[src/rtl/persiana_pkg.sv]
// Shared types and helpers for the multi-channel blind controller.
// Contents: mode/state/zone enums, cmd bit positions, target and direction helpers.
package persiana_pkg;

  typedef enum logic [2:0] {NONE, CLOSE, HALF, OPEN, AUTO}          mode_t;
  typedef enum logic [2:0] {IDLE, UP, DOWN, DEAD, FAULT}            state_t;
  // Zones are ordered bottom to top so targets can be compared numerically.
  typedef enum logic [2:0] {UNKNOWN, BOT, LOWER, MID, UPPER, TOP}   zone_t;

  localparam int CMD_W     = 4;
  localparam int CMD_CLOSE = 0;
  localparam int CMD_HALF  = 1;
  localparam int CMD_OPEN  = 2;
  localparam int CMD_AUTO  = 3;

  // Target zone for a mode; UNKNOWN means "no target".
  function automatic zone_t target_of(mode_t m, logic [1:0] lt);
    zone_t z;
    z = UNKNOWN;
    case (m)
      CLOSE:   z = BOT;
      HALF:    z = MID;
      OPEN:    z = TOP;
      AUTO:    z = (lt == 2'b00) ? BOT : (lt == 2'b01) ? MID : TOP;
      default: z = UNKNOWN;
    endcase
    return z;
  endfunction

  // Direction toward target. Without a known position, or when the zone
  // register still names the target but its sensor is off, only a TOP
  // target means "go up"; everything else is approached from above.
  function automatic logic wants_up(zone_t t, zone_t z);
    if (z == UNKNOWN || t == z) return (t == TOP);
    return (t > z);
  endfunction

endpackage

[src/rtl/persiana_channel.sv]
// One blind channel: mode capture, zone tracking, motion FSM, optional watchdog.
// Ports: clk, rst_n (async low), i_tick (1-clk advance strobe), i_cmd one-hot
//   {auto,open,half,close}, i_light, i_s_top/i_s_mid/i_s_bot limit sensors,
//   o_up/o_down motor drive, o_fault latched fault.
// Build option: PERSIANA_WATCHDOG_EN adds a TMO_W-bit motion timeout.
module persiana_channel
  import persiana_pkg::*;
#(
  parameter int TMO_W = 4
) (
  input  logic             clk,
  input  logic             rst_n,
  input  logic             i_tick,
  input  logic [CMD_W-1:0] i_cmd,
  input  logic [1:0]       i_light,
  input  logic             i_s_top,
  input  logic             i_s_mid,
  input  logic             i_s_bot,
  output logic             o_up,
  output logic             o_down,
  output logic             o_fault
);

  if (TMO_W < 1) begin : g_bad_tmo
    $error("TMO_W must be at least 1");
  end

  mode_t  r_mode,  w_mode_nx, w_mode_fin;
  zone_t  r_zone,  w_zone_nx, w_tgt;
  state_t r_state, w_state_nx;
  logic   r_up, r_down, r_fault;
  logic   w_conflict, w_hit, w_up_dir, w_wd_sat;

  // Mode: only a clean one-hot command changes it.
  always_comb begin
    w_mode_nx = r_mode;
    if ($onehot(i_cmd)) begin
      if      (i_cmd[CMD_CLOSE]) w_mode_nx = CLOSE;
      else if (i_cmd[CMD_HALF])  w_mode_nx = HALF;
      else if (i_cmd[CMD_OPEN])  w_mode_nx = OPEN;
      else                       w_mode_nx = AUTO;
    end
  end

  // Zone: sensors win; between sensors only the MID exit is resolved.
  always_comb begin
    w_zone_nx = r_zone;
    if      (i_s_bot) w_zone_nx = BOT;
    else if (i_s_top) w_zone_nx = TOP;
    else if (i_s_mid) w_zone_nx = MID;
    else if (r_zone == MID) begin
      if      (r_state == UP)   w_zone_nx = UPPER;
      else if (r_state == DOWN) w_zone_nx = LOWER;
    end
  end

  assign w_tgt      = target_of(w_mode_nx, i_light);
  assign w_up_dir   = wants_up(w_tgt, w_zone_nx);
  assign w_conflict = (i_s_top & i_s_bot) | (i_s_mid & (i_s_top | i_s_bot));
  assign w_hit      = ((w_tgt == BOT) & i_s_bot) | ((w_tgt == MID) & i_s_mid) |
                      ((w_tgt == TOP) & i_s_top);

`ifdef PERSIANA_WATCHDOG_EN
  localparam logic [TMO_W-1:0] WD_LAST = {TMO_W{1'b1}} - 1'b1;
  logic [TMO_W-1:0] r_wd;

  // Fires on the tick that would bring the counter to saturation.
  assign w_wd_sat = ((r_state == UP) || (r_state == DOWN)) && (r_wd == WD_LAST);

  always_ff @(posedge clk or negedge rst_n) begin
    if (!rst_n)                                 r_wd <= '0;
    else if (i_tick) begin
      if ((r_state == UP) || (r_state == DOWN)) r_wd <= r_wd + 1'b1;
      else                                      r_wd <= '0;
    end
  end
`else
  assign w_wd_sat = 1'b0;
`endif

  always_comb begin
    w_state_nx = r_state;
    w_mode_fin = w_mode_nx;
    case (r_state)
      IDLE:  if (w_tgt != UNKNOWN && !w_hit) w_state_nx = w_up_dir ? UP : DOWN;
      UP:    if (w_hit || i_s_top)           w_state_nx = IDLE;
             else if (!w_up_dir)             w_state_nx = DEAD;
      DOWN:  if (w_hit || i_s_bot)           w_state_nx = IDLE;
             else if (w_up_dir)              w_state_nx = DEAD;
      DEAD:  w_state_nx = IDLE;
      FAULT: if (i_cmd == '0) begin
               w_state_nx = IDLE;
               w_mode_fin = NONE;
             end
      default: w_state_nx = IDLE;
    endcase
    if (w_wd_sat || w_conflict) w_state_nx = FAULT;
  end

  always_ff @(posedge clk or negedge rst_n) begin
    if (!rst_n) begin
      r_mode  <= NONE;
      r_zone  <= UNKNOWN;
      r_state <= IDLE;
      r_up    <= 1'b0;
      r_down  <= 1'b0;
      r_fault <= 1'b0;
    end else if (i_tick) begin
      r_mode  <= w_mode_fin;
      r_zone  <= w_zone_nx;
      r_state <= w_state_nx;
      r_up    <= (w_state_nx == UP);
      r_down  <= (w_state_nx == DOWN);
      r_fault <= (w_state_nx == FAULT);
    end
  end

  assign o_up    = r_up;
  assign o_down  = r_down;
  assign o_fault = r_fault;

endmodule

[src/rtl/persiana_multi_ctrl.sv]
// NUM_CH-channel automatic blind controller top: shared prescaler plus one
// persiana_channel per blind.
// Ports: clk, rst_n (async low); cmd[4*NUM_CH] one-hot {auto,open,half,close}
//   per channel; light[2*NUM_CH]; s_top/s_mid/s_bot[NUM_CH] sensors;
//   up/down/fault[NUM_CH] outputs; tick_o = prescaler MSB.
// Build option: PERSIANA_WATCHDOG_EN enables the per-channel motion timeout.
module persiana_multi_ctrl
  import persiana_pkg::*;
#(
  parameter int NUM_CH  = 2,
  parameter int PRESC_W = 25,
  parameter int TMO_W   = 4
) (
  input  logic                    clk,
  input  logic                    rst_n,
  input  logic [CMD_W*NUM_CH-1:0] cmd,
  input  logic [2*NUM_CH-1:0]     light,
  input  logic [NUM_CH-1:0]       s_top,
  input  logic [NUM_CH-1:0]       s_mid,
  input  logic [NUM_CH-1:0]       s_bot,
  output logic [NUM_CH-1:0]       up,
  output logic [NUM_CH-1:0]       down,
  output logic [NUM_CH-1:0]       fault,
  output logic                    tick_o
);

  logic [PRESC_W-1:0] r_presc;
  logic               w_tick;

  // Tick is the cycle in which the counter wraps back to zero.
  assign w_tick = &r_presc;
  assign tick_o = r_presc[PRESC_W-1];

  always_ff @(posedge clk or negedge rst_n) begin
    if (!rst_n) r_presc <= '0;
    else        r_presc <= r_presc + 1'b1;
  end

  for (genvar g = 0; g < NUM_CH; g++) begin : g_ch
    persiana_channel #(.TMO_W(TMO_W)) u_ch (
      .clk     (clk),
      .rst_n   (rst_n),
      .i_tick  (w_tick),
      .i_cmd   (cmd[CMD_W*g +: CMD_W]),
      .i_light (light[2*g +: 2]),
      .i_s_top (s_top[g]),
      .i_s_mid (s_mid[g]),
      .i_s_bot (s_bot[g]),
      .o_up    (up[g]),
      .o_down  (down[g]),
      .o_fault (fault[g])
    );
  end

endmodule

[config.mk]
export PLATFORM = sky130hd
export DESIGN_NAME = persiana_multi_ctrl
export DESIGN_NICKNAME = d
export VERILOG_FILES = /design/src/rtl/persiana_pkg.sv /design/src/rtl/persiana_channel.sv /design/src/rtl/persiana_multi_ctrl.sv
export SDC_FILE = /design/constraint.sdc
export NUM_CORES = 1
export LEC_CHECK = 0
export ABC_AREA = 1
export CORE_ASPECT_RATIO = 2
export CORE_MARGIN = 8
export CORE_UTILIZATION = 60
export CTS_CLUSTER_DIAMETER = 200
export DETAILED_ROUTE_END_ITERATION = 7
export DONT_BUFFER_PORTS = 1
export GPL_ROUTABILITY_DRIVEN = 1
export PLACE_DENSITY = 0.76
export SKIP_CTS_REPAIR_TIMING = 1
export SYNTH_ARGS = -nofsm -noshare
export SYNTH_HDL_FRONTEND = slang
export SYNTH_SLANG_ARGS = --single-unit
[constraint.sdc]
create_clock -name clk -period 4.25 [get_ports clk]
set_input_delay 0.85 -clock clk [delete_from_list [all_inputs] [get_ports clk]]
set_output_delay 0.85 -clock clk [all_outputs]
set_load 0.1 [all_outputs]
==> flow_summary.ini <==
[status]
status = finished, final reports clean

[synth]
syn-cell-area_mm2 = 0.00341
ys_ff_latch = 49
synth_nets = 493
ys_types = 34
ys.flop_type = dfrtp_1
synth_area_per_cell_um2 = 7.51
yosys_warnings = 0
synthCells = 454
synth_edf_count = 0
async_flop_share_pct = 100
seq_area_frac_synth_pct = 36.0

[power_and_ir_drop]
ir_worst_vdd_v = 0.000272
p_comb_share_pct = 18.1
internal_power_uw = 745
power_frac_seq_pct = 45.8
clkPwrFrac_pct = 36.0
leakage_nw = 1.79
power_density_mw_per_mm2 = 285
netSwitchingPower_uw = 273
p_sw_share_pct = 26.8
total_power_mw = 1.02

[clock_network]
cts-root-buf = clkbuf_16
cts_made_buffers = 5
clkLatencyLatePin_ns = 0.28
cts.sinks = 49
clk_pin_slew_ns = 0.06
htreeDepth = 2
clock_path_buffers = 2
cts_tree = built

[floorplanning]
rows = 39
ioPinCount = 27
core_area_mm2 = 0.00561
design.die.area_mm2 = 0.00850
die_w_um = 69.3
initial_core_util_pct = 60.8
die_y_um = 123

[timing]
period_share_pct = 89.5
setup_tns_ns = 0
tightest_slew_ns = 0.934
slew_headroom_pct = 37.7
period_needed_ns = 3.80
whs_ns = 0.263
fin_worst_skew_ns = 0.00597
final_max_slew_viol_count = 0
rsz0062_at_grt = false
setup_viol = 0
max_freq_ghz = 0.263
timing.final.hold_violations = 0

[worst_setup_path]
rrSetupSlack_ns = 1.66
crit_start = cmd[4]
reg2reg_depth = 20
start_kind = input pin
cp-end-kind = register
critical_path_class = input pin to register
endpoint = g_ch[1].u_ch.o_up$_DFFE_PN0P_
crit_fanout = 7
reg2reg_from = g_ch[0].u_ch.r_state[1]$_DFFE_PN0P_
cp.arrival_ns = 3.97
reg2reg_to = g_ch[0].u_ch.o_up$_DFFE_PN0P_
cp.required_ns = 4.42

[layout]
register_area_mm2 = 0.00123
area_growth_pct = 4.70
stdcell_area_mm2 = 0.00357
multiInputGateArea_mm2 = 0.00192
layout_commonest_cell = nand2_1
final_cell_mix = nand2_1, dfrtp_1, inv_1
nets = 491
num_antenna_cells = 0
fillers = 499
drive_above_1_share_pct = 14.6

[worst_hold_path]
hold_path.class = input pin to asynchronous set/reset pin

[placed_design]
port_buffers = 0
dp_hpwl_mm = 4.95
place.gp.congestion = 0.880
postPlaceCellArea_mm2 = 0.00343

[global_routing]
grt_pass1_wl_mm = 11.4
grt_overflow_total = 0
antenna_found_initial = 0
grt_pass1_vias = 2668
grt_max_degree = 50
grt_use_total_pct = 15.6

[detailed_routing]
vias = 2785
drc = 0
firstDrtPassIters = 5
drt_wl_total_mm = 6.29
ant_nets = 0
drtIter0Drc = 168
vias_per_cell = 5.43
wl_per_cell_um = 12.3

[run]
maxCapViolCount = 0
per-stage QoR:
stage	setup slack, ns	instances	utilization [%]
2_1_floorplan	0.485	454	-
3_3_place_gp	0.229	506	61.2
3_5_place_dp	0.194	506	61.2
4_1_cts	0.459	513	63.6
5_1_grt	0.203	513	63.6
6_report	0.446	513	63.6
layout make-up:
cell class	instances	area share, %
tap	61	2.14
timing repair buffer	1	0.210
clock buffer	6	3.61
inverter	55	5.78
multi-input combinational	340	53.7
clock inverter	1	0.245
sequential	49	34.3
sequential cells by signal, indices dropped and copies added, names as in the netlist:
register           cells
r_presc               25
g_ch.u_ch.r_mode       6
g_ch.u_ch.r_state      6
g_ch.u_ch.r_zone       6
g_ch.u_ch.o_down       2
g_ch.u_ch.o_fault      2
g_ch.u_ch.o_up         2
Yosys cell counts (9+ instances only):
| master | instances | area, um2 |
|---|---|---|
| inv_1 | 43 | 161 |
| nand3_1 | 23 | 115 |
| a21oi_1 | 10 | 50.1 |
| xor2_1 | 16 | 140 |
| nand4_1 | 15 | 93.8 |
| nor2_1 | 37 | 139 |
| nor3_1 | 9 | 45.0 |
| nand2_2 | 17 | 106 |
| nand2_1 | 129 | 484 |
| nor2_2 | 9 | 56.3 |
| ha_1 | 17 | 213 |
| dfrtp_1 | 49 | 1230 |
| o21ai_0 | 11 | 55.1 |
| inv_2 | 12 | 45.0 |
power groups by stage:
stage	clock [mW]	sequential [mW]	combinational, mW
CTS	0.382	0.466	0.185
global route	0.397	0.466	0.213
global placement	0	0.475	0.180
floorplan	0	0.475	0.154
finish	0.367	0.467	0.185
detailed placement	0	0.475	0.183
layer usage:
layer / vias to the layer above / wire length [um] / global-route usage, %
met1: 1268 / 2970 / 19.3
met3: 8 / 371 / 3.48
met4: 0 / 106 / 6.19
met5: - / 0 / 0
li1: 1451 / - / -
met2: 58 / 2840 / 25.7
how the worst min path moves through the flow:
stage                                               to                  from  cells past startpoint  slack, ns
detailed placement                r_presc[0]$_DFF_PN0_  r_presc[0]$_DFF_PN0_                      1       0.48
floorplan                         r_presc[0]$_DFF_PN0_  r_presc[0]$_DFF_PN0_                      1       0.44
CTS                    g_ch[1].u_ch.o_down$_DFFE_PN0P_                 rst_n                      0       0.25
finish              g_ch[0].u_ch.r_zone[0]$_DFFE_PN0P_                 rst_n                      0       0.26
global placement                  r_presc[0]$_DFF_PN0_  r_presc[0]$_DFF_PN0_                      1       0.47
global route                      r_presc[2]$_DFF_PN0_                 rst_n                      0       0.25
critical path, stage by stage:
cell      delay, ns
inv_1          0.03
ha_1           0.29
ha_1           0.21
fa_1           0.52
nor2_1         0.07
nand2_2        0.13
nand2_1        0.07
nand2_1        0.13
nand2_1        0.10
nor2_2         0.10
nand2_1        0.07
o21ai_2        0.08
ha_1           0.28
nand2_1        0.08
nor2_1         0.04
a211oi_1       0.17
nand3b_1       0.15
nand2_2        0.09
nand2_1        0.07
nor2_1         0.05
nor2_1         0.10
nand2_1        0.06
nand2_1        0.09
nor2_2         0.04
nand2_1        0.07
nand2_1        0.04
cell families (layout without fill, tap and decap cells):
logic type / Yosys count / after routing / share of synthesized area (%)
AO/OA/AOI/OAI: 41 / 41 / 6.97
XOR/XNOR: 19 / 19 / 4.88
adder cells (fa/ha/maj): 19 / 19 / 7.41
buffers and inverters: 65 / 63 / 7.85
flip-flops: 49 / 49 / 36.0
AND/OR/NAND/NOR: 261 / 261 / 36.9
Note: power is estimated with default switching activity, not from simulation.
